===== config.mk =====
export PLATFORM = sky130hd
export DESIGN_NAME = fpu_mul_arbiter
export DESIGN_NICKNAME = d
export VERILOG_FILES = /design/src/rtl/fpu_mul_arbiter.sv
export SDC_FILE = /design/constraint.sdc
export NUM_CORES = 1
export LEC_CHECK = 0
export CORE_AREA = 2 2 163 165
export DETAILED_ROUTE_END_ITERATION = 16
export DIE_AREA = 0 0 165 167
export PLACE_DENSITY = 0.7
export SYNTH_ARGS = -nofsm -noshare
export SYNTH_HDL_FRONTEND = slang
export SYNTH_SLANG_ARGS = --single-unit

===== constraint.sdc =====
create_clock -name i_clk -period 3.3 [get_ports i_clk]
set_input_delay 0.33 -clock i_clk [delete_from_list [all_inputs] [get_ports i_clk]]
set_output_delay 0.33 -clock i_clk [all_outputs]
set_load 0.02 [all_outputs]

===== src/rtl/fpu_mul_arbiter.sv =====
// Round-robin arbiter that lets NUM_REQ requesters share one fixed-latency FPU multiplier.
// Optional contention counter is enabled by defining FPU_MUL_ARB_PERF_EN.
module fpu_mul_arbiter #(
    parameter int NUM_REQ   = 4,
    parameter int SIZE_DATA = 32,
    parameter int MUL_LAT   = 3,
    parameter int TAG_W     = $clog2(NUM_REQ)
) (
    input  logic                           i_clk,
    input  logic                           i_rst_n,
    input  logic [NUM_REQ-1:0]             i_req_valid,
    input  logic [NUM_REQ*SIZE_DATA-1:0]   i_req_a,
    input  logic [NUM_REQ*SIZE_DATA-1:0]   i_req_b,
    output logic [NUM_REQ-1:0]             o_req_ready,
    output logic                           o_mul_valid,
    output logic [SIZE_DATA-1:0]           o_mul_a,
    output logic [SIZE_DATA-1:0]           o_mul_b,
    input  logic [SIZE_DATA-1:0]           i_mul_res,
    output logic [NUM_REQ-1:0]             o_rsp_valid,
    output logic [SIZE_DATA-1:0]           o_rsp_data,
    output logic                           o_busy,
    output logic [15:0]                    o_conflict_cnt
);

    logic [TAG_W-1:0]     ptr_q, ptr_d;
    logic [TAG_W-1:0]     idx;
    logic [TAG_W-1:0]     grant_tag;
    logic                 grant_any;
    logic [NUM_REQ-1:0]   grant;
    logic [SIZE_DATA-1:0] sel_a, sel_b;

    logic                 mul_valid_q;
    logic [SIZE_DATA-1:0] mul_a_q, mul_a_d;
    logic [SIZE_DATA-1:0] mul_b_q, mul_b_d;
    logic [TAG_W-1:0]     mul_tag_q, mul_tag_d;

    logic [MUL_LAT-1:0]   pv_q;
    logic [TAG_W-1:0]     pt_q [MUL_LAT];

    logic [NUM_REQ-1:0]   rsp_valid_q, rsp_valid_d;
    logic [SIZE_DATA-1:0] rsp_data_q, rsp_data_d;

    // Search starts one past the last grant so every requester gets a turn.
    always_comb begin
        grant     = '0;
        grant_tag = '0;
        grant_any = 1'b0;
        idx       = '0;
        for (int i = 1; i <= NUM_REQ; i++) begin
            idx = TAG_W'((32'(ptr_q) + 32'(i)) % 32'(NUM_REQ));
            if (!grant_any && i_req_valid[idx]) begin
                grant_any = 1'b1;
                grant_tag = idx;
            end
        end
        if (grant_any) grant[grant_tag] = 1'b1;
    end

    always_comb begin
        sel_a = '0;
        sel_b = '0;
        for (int k = 0; k < NUM_REQ; k++) begin
            if (grant[k]) begin
                sel_a = i_req_a[k*SIZE_DATA +: SIZE_DATA];
                sel_b = i_req_b[k*SIZE_DATA +: SIZE_DATA];
            end
        end
    end

    assign ptr_d     = grant_any ? grant_tag : ptr_q;
    assign mul_a_d   = grant_any ? sel_a     : mul_a_q;
    assign mul_b_d   = grant_any ? sel_b     : mul_b_q;
    assign mul_tag_d = grant_any ? grant_tag : mul_tag_q;

    always_ff @(posedge i_clk or negedge i_rst_n) begin
        if (!i_rst_n) begin
            ptr_q       <= TAG_W'(NUM_REQ - 1);
            mul_valid_q <= 1'b0;
            mul_a_q     <= '0;
            mul_b_q     <= '0;
            mul_tag_q   <= '0;
        end else begin
            ptr_q       <= ptr_d;
            mul_valid_q <= grant_any;
            mul_a_q     <= mul_a_d;
            mul_b_q     <= mul_b_d;
            mul_tag_q   <= mul_tag_d;
        end
    end

    // Tag pipeline tracks which requester owns the result emerging from the multiplier.
    always_ff @(posedge i_clk or negedge i_rst_n) begin
        if (!i_rst_n) begin
            pv_q <= '0;
            for (int k = 0; k < MUL_LAT; k++) pt_q[k] <= '0;
        end else begin
            pv_q[0] <= mul_valid_q;
            pt_q[0] <= mul_tag_q;
            for (int k = 1; k < MUL_LAT; k++) begin
                pv_q[k] <= pv_q[k-1];
                pt_q[k] <= pt_q[k-1];
            end
        end
    end

    assign rsp_valid_d = pv_q[MUL_LAT-1] ? (NUM_REQ'(1) << pt_q[MUL_LAT-1]) : '0;
    assign rsp_data_d  = pv_q[MUL_LAT-1] ? i_mul_res : rsp_data_q;

    always_ff @(posedge i_clk or negedge i_rst_n) begin
        if (!i_rst_n) begin
            rsp_valid_q <= '0;
            rsp_data_q  <= '0;
        end else begin
            rsp_valid_q <= rsp_valid_d;
            rsp_data_q  <= rsp_data_d;
        end
    end

    assign o_req_ready = grant;
    assign o_mul_valid = mul_valid_q;
    assign o_mul_a     = mul_a_q;
    assign o_mul_b     = mul_b_q;
    assign o_rsp_valid = rsp_valid_q;
    assign o_rsp_data  = rsp_data_q;
    assign o_busy      = mul_valid_q | (|pv_q);

`ifdef FPU_MUL_ARB_PERF_EN
    logic [15:0] conflict_q, conflict_d;
    logic        multi_req;

    assign multi_req  = ($countones(i_req_valid) >= 2);
    assign conflict_d = (multi_req && (conflict_q != 16'hFFFF)) ? conflict_q + 16'd1 : conflict_q;

    always_ff @(posedge i_clk or negedge i_rst_n) begin
        if (!i_rst_n) conflict_q <= '0;
        else          conflict_q <= conflict_d;
    end

    assign o_conflict_cnt = conflict_q;
`else
    assign o_conflict_cnt = 16'h0000;
`endif

endmodule


==> results.sh <==
export IMPL_grt_overflow=0
export IMPL_synth_area_sq_um=6350
export IMPL_grt_start_max_net_pins=61
export IMPL_area_growth_pct=76.5
export IMPL_drive_gt1_share_pct=15.2
export IMPL_drv_slew=0
export IMPL_peakVddDrop_v=0.000456
export IMPL_cts_hold_buf=0
export IMPL_comb_power_share_pct=50.7
export IMPL_ys_warn_count=0
export IMPL_synth_seq_cells=114
export IMPL_layout_common_cells="clkdlybuf4s50_1, dfrtp_1, a21oi_1, nand3_1, o21ai_0"
export IMPL_final_seq_area_sq_um=2860
export IMPL_endpoint_kind="output pin"
export IMPL_io_pins=416
export IMPL_nNetsFinal=1245
export IMPL_clock_sinks=114
export IMPL_finalCriticalPeriod_ns=2.95
export IMPL_hold_viol=2
export IMPL_p_clk_share_pct=22.5
export IMPL_num_rows=59
export IMPL_skew_ns=0.00841
export IMPL_port_buffers=399
export IMPL_multiInputGateArea_sq_um=3150
export IMPL_place_hpwl_mm=17.9
export IMPL_whs_ns=-0.00400
export IMPL_fillers=2481
export IMPL_cts_htree_levels=4
export IMPL_wl_per_cell_um=19.2
export IMPL_maxSlewHeadroom_pct=45.9
export IMPL_start_util_pct=24.6
export IMPL_cp_max_fo=5
export IMPL_grt_pass1_vias=6389
export IMPL_violations="hold timing"
export IMPL_post_cts_buffers=0
export IMPL_grtUsageTotal_pct=17.2
export IMPL_clockBufferDepth=2
export IMPL_path_clk_slew_ns=0.06
export IMPL_fin_ws_ns=0.350
export IMPL_fmax_mhz=339
export IMPL_period_share_pct=89.4
export IMPL_antenna_found_initial=2
export IMPL_path_class="reg2out"
export IMPL_finalWirelength_mm=24.9
export IMPL_final_common_cell="clkdlybuf4s50_1"
export IMPL_tns_ns=0
export IMPL_die_x_um=165
export IMPL_drc=0
export IMPL_grt_first_pass_wirelength_mm=36.0
export IMPL_synth_seq_area_share_pct=45.0
export IMPL_internal_power_mw=5.00
export IMPL_hp_class="in2async"
export IMPL_post_place_ws_ns=0.440
export IMPL_pwr_share_seq_pct=26.8
export IMPL_layout_cells_non_filler=1301
export IMPL_cts_tree="yes"
export IMPL_leakagePower_nw=4.52
export IMPL_cp_required_ns=2.97
export IMPL_syn_avg_cell_area_sq_um=11.0
export IMPL_vias=6331
export IMPL_drt_iter0_markers=294
export IMPL_post_synth_num_cell_types=36
export IMPL_routabilityCongestion=0.829
export IMPL_arrival_ns=2.62
export IMPL_drt_first_pass_iters=4
export IMPL_ant_nets=0
export IMPL_p_sw_share_pct=39.0
export IMPL_rsz0062_at_grt="false"
export IMPL_clock_latency_ns=0.41
export IMPL_die_h_um=167
export IMPL_core_sq_um=25800
export IMPL_power_density_nw_per_um2=732
export IMPL_dp_cells=1267
export IMPL_synthCells=575
export IMPL_postCtsResizedCells=0
export IMPL_outcome="finished with violations"
export IMPL_die_area_sq_um=27600
export IMPL_setup_viol_count_final=0
export IMPL_p_sw_mw=3.20
export IMPL_tightestPinTransition_ns=0.811
export IMPL_numCtsBuffers=17
export IMPL_cp_start_kind="register"
export IMPL_maxCapViolCount=0
export IMPL_cts_root_buf="clkbuf_16"
export IMPL_reg2regPathDepth=6
export IMPL_viasPerCell=4.87
[state kept, by name, summed over array words and instances, names as in the netlist]
| register | flops |
|---|---|
| ptr_q | 2 |
| o_rsp_data | 32 |
| o_rsp_valid | 4 |
| o_mul_a | 32 |
| mul_tag_q | 2 |
| pv_q | 3 |
| pt_q | 6 |
| o_mul_b | 32 |
| o_mul_valid | 1 |
[worst max-delay path: stages (launching register included)]
cell and delay (ns):
dfstp_2 0.57, nand2b_1 0.22, a21oi_1 0.09, or4_1 0.56
nor2_1 0.14, clkdlybuf4s50_1 0.63
[layer usage]
layer	vias up	share of wire (%)	track usage (%)
li1	2918	-	-
met1	3031	40	20.3
met2	345	47	28.4
met3	37	9.6	5.93
met4	0	3.0	7.11
met5	-	0	0
[power groups by stage]
| stage | Sequential (mW) | Combinational (mW) | Clock (mW) |
|---|---|---|---|
| floorplan | 2.71 | 1.80 | 0 |
| global placement | 2.20 | 4.12 | 0 |
| detailed placement | 2.21 | 4.17 | 0 |
| CTS | 2.20 | 4.18 | 1.90 |
| global route | 2.25 | 4.38 | 1.98 |
| finish | 2.20 | 4.16 | 1.85 |
[worst paths after layout]
check	end	slack [ns]	from
min in group i_clk	pt_q[3]$_DFF_PN0_	0.34	pt_q[5]$_DFF_PN0_
max in group asynchronous	o_rsp_valid[2]$_DFF_PN0_	2.55	i_rst_n
hold / removal	o_rsp_data[18]$_DFFE_PN0P_	-0.004	i_rst_n
setup reg to reg	o_mul_b[13]$_DFFE_PN0P_	0.85	ptr_q[1]$_DFFE_PN1P_
setup / recovery	o_req_ready[0]	0.35	ptr_q[0]$_DFFE_PN1P_
hold reg to reg	pt_q[3]$_DFF_PN0_	0.34	pt_q[5]$_DFF_PN0_
[Yosys cell counts]
library cell	n	area, sq um
mux2i_1	20	200
a221o_1	54	541
nor4_1	1	6.26
buf_4	18	135
buf_12	4	80.1
and3_1	3	18.8
o21a_1	1	7.51
nor2_2	1	6.26
nor2_1	9	33.8
nor3b_1	2	15.0
o221ai_1	9	78.8
inv_1	2	7.51
nand2b_1	3	18.8
a31oi_1	2	12.5
conb_1	1	3.75
nor3_1	1	5.00
a21oi_1	55	275
mux2_4	40	601
or4_1	2	15.0
o311a_1	1	10.0
buf_1	10	37.5
dfrtp_1	112	2800
dfstp_2	2	52.6
buf_2	9	45.0
o21ai_1	1	5.00
and3b_1	1	8.76
o21ai_0	55	275
clkbuf_1	30	113
a31o_2	2	17.5
buf_6	3	33.8
mux2_2	46	518
a211oi_1	2	15.0
nand3_1	55	275
a21boi_1	1	7.51
nand2_1	16	60.1
o22a_1	1	8.76
[final cells by class]
type | instances | share of cell area [%]
Timing Repair Buffer | 416 | 37.3
Multi-Input combinational cell | 400 | 28.1
Sequential cell | 114 | 25.5
Clock buffer | 17 | 3.80
Tap cell | 335 | 3.74
Clock inverter | 15 | 1.42
Inverter | 2 | 0.0670
Antenna cell | 2 | 0.0447
[through the flow]
| step | utilization [%] | instance area [sq um] | hold slack, ns | total power [mW] |
|---|---|---|---|---|
| 3_3_place_gp | 41.2 | 10600 | 0.331 | 6.32 |
| 2_1_floorplan | - | 6400 | 0.0344 | 4.51 |
| 3_5_place_dp | 41.2 | 10600 | 0.335 | 6.37 |
| 4_1_cts | 43.5 | 11200 | 0.0208 | 8.27 |
| 5_1_grt | 43.5 | 11200 | 0.0536 | 8.61 |
| 6_report | 43.5 | 11200 | -0.00400 | 8.20 |
[cell families (layout without fill, tap and decap cells)]
logic type	after synthesis	after routing	share of synthesized area [%]
simple gates	94	94	7.29
compound gates	184	184	19.8
flops	114	114	45.0
other cells	1	18	0.0591
buf+inv	76	450	7.12
mux	106	106	20.8
Note: power is estimated with default switching activity, not from simulation.
